==> config.mk <==
export PLATFORM = sky130hd
export DESIGN_NAME = alu_uart_sequencer_flat
export DESIGN_NICKNAME = d
export VERILOG_FILES = /design/src/rtl/alu_uart_sequencer_if.sv /design/src/rtl/alu_uart_sequencer.sv /design/src/flat_wrapper.sv
export SDC_FILE = /design/constraint.sdc
export NUM_CORES = 1
export LEC_CHECK = 0
export ABC_AREA = 1
export BUFFER_PORTS_ARGS = -buffer_cell sky130_fd_sc_hd__buf_4
export CAP_MARGIN = 25
export CORE_AREA = 2 2 62 64
export DETAILED_ROUTE_END_ITERATION = 7
export DIE_AREA = 0 0 64 66
export MAX_ROUTING_LAYER = met4
export PLACE_DENSITY = 0.71
export SLEW_MARGIN = 10
export SYNTH_ARGS = -nofsm -noshare
export SYNTH_HDL_FRONTEND = slang
export SYNTH_SLANG_ARGS = --single-unit
export TNS_END_PERCENT = 20
==> constraint.sdc <==
create_clock -name clk -period 1.18 [get_ports clk]
set_clock_uncertainty 0.1 [all_clocks]
set_input_delay 0.118 -clock clk [delete_from_list [all_inputs] [get_ports clk]]
set_output_delay 0.118 -clock clk [all_outputs]
set_load 0.02 [all_outputs]
==> src/rtl/alu_uart_sequencer_if.sv <==
// alu_uart_sequencer_if: byte stream, transmit handshake and ALU operand/result bus
interface alu_uart_sequencer_if #(parameter int NBITS = 8, parameter int COD_OP = 6);
  logic [NBITS-1:0]  rx_data;
  logic              rx_valid;
  logic              tx_done;
  logic [NBITS-1:0]  tx_data;
  logic              tx_start;
  logic [NBITS-1:0]  operando_A;
  logic [NBITS-1:0]  operando_B;
  logic [COD_OP-1:0] cod_operacion;
  logic [NBITS-1:0]  ALU_Result;
  logic              busy;
  logic              overrun;
  logic [2:0]        state_o;
  modport master (
    input  rx_data, rx_valid, tx_done, ALU_Result,
    output tx_data, tx_start, operando_A, operando_B, cod_operacion, busy, overrun, state_o
  );
  modport slave (
    output rx_data, rx_valid, tx_done, ALU_Result,
    input  tx_data, tx_start, operando_A, operando_B, cod_operacion, busy, overrun, state_o
  );
endinterface

==> src/rtl/alu_uart_sequencer.sv <==
// alu_uart_sequencer: loads A, B, opcode from received bytes and ships the ALU result to the transmitter
module alu_uart_sequencer (
  input logic clk,
  input logic reset_n,
  alu_uart_sequencer_if.master bus
);
  typedef enum logic [2:0] {S_A = 3'd0, S_B = 3'd1, S_OP = 3'd2, S_EXEC = 3'd3, S_WAIT = 3'd4} state_t;
  state_t state, state_n;
  assign bus.busy = (state == S_EXEC) || (state == S_WAIT);
  assign bus.state_o = state;
  // state register
  always_ff @(posedge clk or negedge reset_n)
    if (!reset_n) state <= S_A;
    else state <= state_n;
  // next state: one byte per load state, single exec cycle, then wait for the transmitter
  always_comb begin
    state_n = S_A;
    case (state)
      S_A:    state_n = bus.rx_valid ? S_B : S_A;
      S_B:    state_n = bus.rx_valid ? S_OP : S_B;
      S_OP:   state_n = bus.rx_valid ? S_EXEC : S_OP;
      S_EXEC: state_n = S_WAIT;
      S_WAIT: state_n = bus.tx_done ? S_A : S_WAIT;
      default: state_n = S_A;
    endcase
  end
  // operand/opcode loading, result capture, start pulse and sticky overrun
  always_ff @(posedge clk or negedge reset_n)
    if (!reset_n) begin
      bus.operando_A    <= '0;
      bus.operando_B    <= '0;
      bus.cod_operacion <= '0;
      bus.tx_data       <= '0;
      bus.tx_start      <= 1'b0;
      bus.overrun       <= 1'b0;
    end else begin
      bus.tx_start <= state == S_EXEC;
      if (state == S_A && bus.rx_valid) bus.operando_A <= bus.rx_data;
      if (state == S_B && bus.rx_valid) bus.operando_B <= bus.rx_data;
      if (state == S_OP && bus.rx_valid) bus.cod_operacion <= bus.rx_data[$bits(bus.cod_operacion)-1:0];
      if (state == S_EXEC) bus.tx_data <= bus.ALU_Result;
      if (bus.busy && bus.rx_valid) bus.overrun <= 1'b1;
    end
endmodule

==> src/flat_wrapper.sv <==
// flat-port wrapper written by rule: the top's interface ports become plain ports
module alu_uart_sequencer_flat 
  (clk, reset_n, bus_rx_data, bus_rx_valid, bus_tx_done, bus_ALU_Result, bus_tx_data, bus_tx_start, bus_operando_A, bus_operando_B, bus_cod_operacion, bus_busy, bus_overrun, bus_state_o);
  alu_uart_sequencer_if #(.NBITS(8), .COD_OP(6)) bus_i ();
  input logic clk;
  input logic reset_n;
  input wire logic [$bits(bus_i.rx_data)-1:0] bus_rx_data;
  input wire logic [$bits(bus_i.rx_valid)-1:0] bus_rx_valid;
  input wire logic [$bits(bus_i.tx_done)-1:0] bus_tx_done;
  input wire logic [$bits(bus_i.ALU_Result)-1:0] bus_ALU_Result;
  output wire logic [$bits(bus_i.tx_data)-1:0] bus_tx_data;
  output wire logic [$bits(bus_i.tx_start)-1:0] bus_tx_start;
  output wire logic [$bits(bus_i.operando_A)-1:0] bus_operando_A;
  output wire logic [$bits(bus_i.operando_B)-1:0] bus_operando_B;
  output wire logic [$bits(bus_i.cod_operacion)-1:0] bus_cod_operacion;
  output wire logic [$bits(bus_i.busy)-1:0] bus_busy;
  output wire logic [$bits(bus_i.overrun)-1:0] bus_overrun;
  output wire logic [$bits(bus_i.state_o)-1:0] bus_state_o;
  assign bus_i.rx_data = bus_rx_data;
  assign bus_i.rx_valid = bus_rx_valid;
  assign bus_i.tx_done = bus_tx_done;
  assign bus_i.ALU_Result = bus_ALU_Result;
  assign bus_tx_data = bus_i.tx_data;
  assign bus_tx_start = bus_i.tx_start;
  assign bus_operando_A = bus_i.operando_A;
  assign bus_operando_B = bus_i.operando_B;
  assign bus_cod_operacion = bus_i.cod_operacion;
  assign bus_busy = bus_i.busy;
  assign bus_overrun = bus_i.overrun;
  assign bus_state_o = bus_i.state_o;
  alu_uart_sequencer u_core (.clk(clk), .reset_n(reset_n), .bus(bus_i));
endmodule
---- After elaboration in Yosys (flattened, before gate mapping) ----
Index checks and enable logic that the tools add are counted.
word-level totals
  output and inout bits ................... 36
  register bits after elaboration ......... 35
  logic and storage cells ................. 22
operators by class
  reductions and logical operators ........ 6
  equality and inequality tests ........... 4
  multiplexer cells ....................... 5
operator list
  kind                                                 number
  one-hot mux 3 bit (5 select lines)                   1
  equality test 3 x 2 -> 1 bit, second input constant  2
  logical AND 1 bit                                    4
  equality test 3 x 1 -> 1 bit, second input constant  1
  equality test 3 bit, second input constant           1
  zero test 3 bit                                      1
  2-to-1 mux 3 bit                                     1
  2-to-1 mux 1 bit                                     2
  2-to-1 mux 2 bit                                     1
  logical OR 1 bit                                     1

---- Depth between registers and ports, before layout ----
  word-level depth ........................ 3
  depth in mapped cells ................... 6
  gate-level depth less buffers ........... 6

---- Least setup slack after synthesis ----
OpenSTA, ideal clock, no wires.
  kind .................................... reg-to-output
  from .................................... reg u_core.state[0] (netlist: u_core.bus.state_o[0])
  to ...................................... out bus_busy
  data arrival time ....................... 1185 ps
  required time ........................... 962 ps
  setup slack ............................. -223 ps
  stages on the path, launching flop included .. 6
  cells stage by stage .................... dfrtp_1 inv_2 nor2_4 nand2_2 buf_6 nand2_1
on the way
  word-level cells in the longest chain between the ends .. 2
  elaborated cells between the ends (all ways) .. 3
ends and longest elaborated chain
  item                                                                 line                      text
  start: declaration                                                   alu_uart_sequencer.sv:8   state_t state, state_n;
  start signal: assignment                                             alu_uart_sequencer.sv:14  else state <= state_n;
  equality test 3 x 2 -> 1 bit or equality test 3 bit (tied branches)  alu_uart_sequencer.sv:9   assign bus.busy = (state == S_EXEC) || (state == S_WAIT);
  logical OR 1 bit (*)                                                 alu_uart_sequencer.sv:9
  end: declaration                                                     flat_wrapper.sv:16        output wire logic [$bits(bus_i.busy)-1:0] bus_busy;
Every way passes the cells marked *; elsewhere a longest branch is shown, timed or not.

---- Worst setup path after layout ----
  from .................................... reg u_core.state[2] (netlist: u_core.bus.state_o[2])
  to ...................................... out bus_busy
The elaborated chain is that of the path after synthesis.

==> flow_summary.yaml <==
status:
  outcome: "finished, violations left"
  violations: "negative setup slack"
power_and_ir_drop:
  p_leak_uw: 0.001276
  p_per_area_nw_per_um2: 2648
  switching_power_uw: 2696
  total_power_uw: 6341
  combPwrFrac_pct: 54.7
  irDropWorstVdd_uv: 1536
  internal-power_uw: 3645
  p_sw_share_pct: 42.51
  pwr-share-seq_pct: 33.6
  clkPwrFrac_pct: 11.6
sta:
  worst_slew_pin_slew_ns: 0.4358
  timing.hold.ws_ns: 0.03367
  relSlewSlack_pct: 70.95
  setup_tns_ns: -1.888
  period_minus_slack_ns: 1.392
  rsz0062_at_grt: "true"
  setup_viol: 27
  finalCritPeriodShare_pct: 118.0
  drv_slew: 0
  hold_viol: 0
  fmax_mhz: 718.3
  worst_slack_ns: -0.2121
yosys:
  synth_area_sq_um: 1420
  syn_inst: 155
  async_reset_ff_share_pct: 100.0
  synthFlopType: "dfrtp_1"
  synth.avg_cell_area_sq_um: 9.162
  synth_edf_count: 0
  yosysSeqAreaShare_pct: 61.67
  yosysTopAreaCell: "dfrtp_1"
  ys_seq_elements: 35
  synth_area_leaders: "dfrtp_1, nand2_1, nand4_1, nand3_1, nand2_2"
  ys_warn_count: 0
  yosysUniqueCellTypes: 17
  synth_top_cell_area_share_pct: 61.67
  syn_nets: 175
setup_path:
  cp_slowest_cell: "dfrtp_2"
  reg2reg_to: "u_core.bus.tx_data[4]"
  crit_chain: "nor2_4 -> nand2_4 -> nand2_4 -> buf_6"
  crit_fanout: 3
  cp-end-kind: "output pin"
  reg2reg_depth: 6
  slowest_delay_ns: 0.46
  crit_type: "reg2out"
  reg2reg_from: "u_core.bus.state_o[2]"
  required_ns: 0.96
  crit_arrival_ns: 1.17
  critPathTopFamily: "flip-flops"
  path_common_cell: "nand2_4"
  crit_buf_inv: 1
  r2r_slack_ns: -0.11
  start_kind: "register"
min_path:
  holdPathStages: 3
  hold_start: "bus_rx_valid"
  min_path_type: "in2reg"
  hold_end: "u_core.bus.cod_operacion[2]"
drt:
  drc_errors: 0
  vias_per_cell: 4.734
  vias: 1406
  drt_iter0_markers: 84
  routed_wl_microns: 3833
  drtPass1Iterations: 4
  ant_nets: 0
  wl_per_cell_microns: 12.91
clocking:
  h-tree-depth: 2
  clk_path_buf_depth: 2
  cts_tree: "done"
  cts_root_buf: "clkbuf_4"
  clock_latency_ns: 0.33
  clock-sinks: 35
  clk_pin_slew_ns: 0.11
  cts_inserted_buffers: 5
floorplan:
  boundaryPins: 56
  initial_utilization_pct: 39.99
  fp-row-count: 22
  die_area_sq_um: 4224
  chipHeight_microns: 66
  die_w_microns: 64
  core-area_sq_um: 3551
final_layout:
  area_delta_synth_final_pct: 68.63
  nFillCells: 286
  finalNetCount: 268
  multi_input_area_sq_um: 579.3
  mostFrequentLayoutCells: "nand2_1, buf_4, dfrtp_1"
  diodes: 0
  final_common_cell: "nand2_1"
  seqCellArea_sq_um: 879.6
  layout-drive-gt1-share_pct: 41.77
global_route:
  grt_pass1_vias: 1374
  antenna_found_initial: 0
  grt_start_max_net_pins: 36
  overflow: 0
  grt_use_total_pct: 19.84
  grt_pass1_wl_microns: 6272
place:
  numPortBuffers: 55
  place.gp.congestion: 0.8031
  hpwl_microns: 2542
  dp_slack_ns: -0.06466
job:
  max-cap-violations: 0
[sequential cells by signal (all words and copies together) (netlist names)]
name                      cells
u_core.bus.cod_operacion      6
u_core.bus.operando_A         8
u_core.bus.operando_B         8
u_core.bus.overrun            1
u_core.bus.state_o            3
u_core.bus.tx_data            8
u_core.bus.tx_start           1
[metrics by stage]
stage	std cells	instance area [sq um]	utilization, %
2_1_floorplan	155	1436	-
3_3_place_gp	266	1972	55.53
3_5_place_dp	266	1972	55.53
4_1_cts	297	2327	65.54
5_1_grt	297	2395	67.44
6_report	297	2395	67.44
[power by group through the flow]
stage	sequential, uW	clock, uW	combinational [uW]
after global placement	2100	0	2950
after CTS	2110	767	3320
final	2130	739	3470
after global routing	2190	831	3740
after detailed placement	2110	0	3010
after floorplan	2760	0	937
[kinds of logic (layout without fill, tap and decap cells)]
kind of cell    after synthesis  in the layout  share of synthesized area (%)
simple gates                108            108                          34.01
flops                        35             35                          61.67
buf+inv                      10            104                          3.612
compound gates                2              2                         0.7049
[worst min-delay path, delay by kind of cell]
kind                   cells  cell delay, ns
AND/OR/NAND/NOR            2            0.15
buffers and inverters      1            0.18
[routing by layer]
metal / vias to the layer above / share of wire (%) / track usage [%]
met4: 0 / 1.3 / 4.348
met5: - / 0 / -
li1: 692 / - / -
met1: 651 / 42 / 23.90
met3: 5 / 7.7 / 6.303
met2: 58 / 49 / 32.81
[Yosys cell counts, types with 2 or more instances]
cell,count
dfrtp_1,35
inv_1,3
inv_2,2
nand2_1,75
nand2_2,2
nand3_1,11
nand4_1,15
nor2_2,2
o21ai_0,2
[layout make-up]
cell class | count | area share, %
Sequential cell | 35 | 36.73
Tap cell | 48 | 2.508
Multi-Input combinational cell | 110 | 24.19
Clock buffer | 7 | 2.717
Timing Repair Buffer | 90 | 32.29
Inverter | 6 | 1.254
Clock inverter | 1 | 0.3135
[how the worst max path moves through the flow]
stage | from | to | slack [ns] | depth (start not counted)
5_1_grt | u_core.bus.state_o[0] | bus_busy | -0.27 | 5
3_5_place_dp | u_core.bus.state_o[0] | u_core.bus.tx_data[3] | -0.06 | 6
2_1_floorplan | u_core.bus.state_o[0] | bus_busy | -0.08 | 3
6_report | u_core.bus.state_o[2] | bus_busy | -0.21 | 4
4_1_cts | u_core.bus.state_o[1] | bus_busy | -0.23 | 4
3_3_place_gp | u_core.bus.state_o[0] | u_core.bus.tx_data[7] | -0.03 | 6
[timing repair]
action | CTS | global route
hold endpoints to repair | 66 | 0
hold buffers | 18 | 0
resized for setup | 16 | 18
buffers inserted | 5 | 2
pin swaps | 5 | 10
endpoints found under the setup margin | 15 | 40
Power figures use the tool's default switching activity.
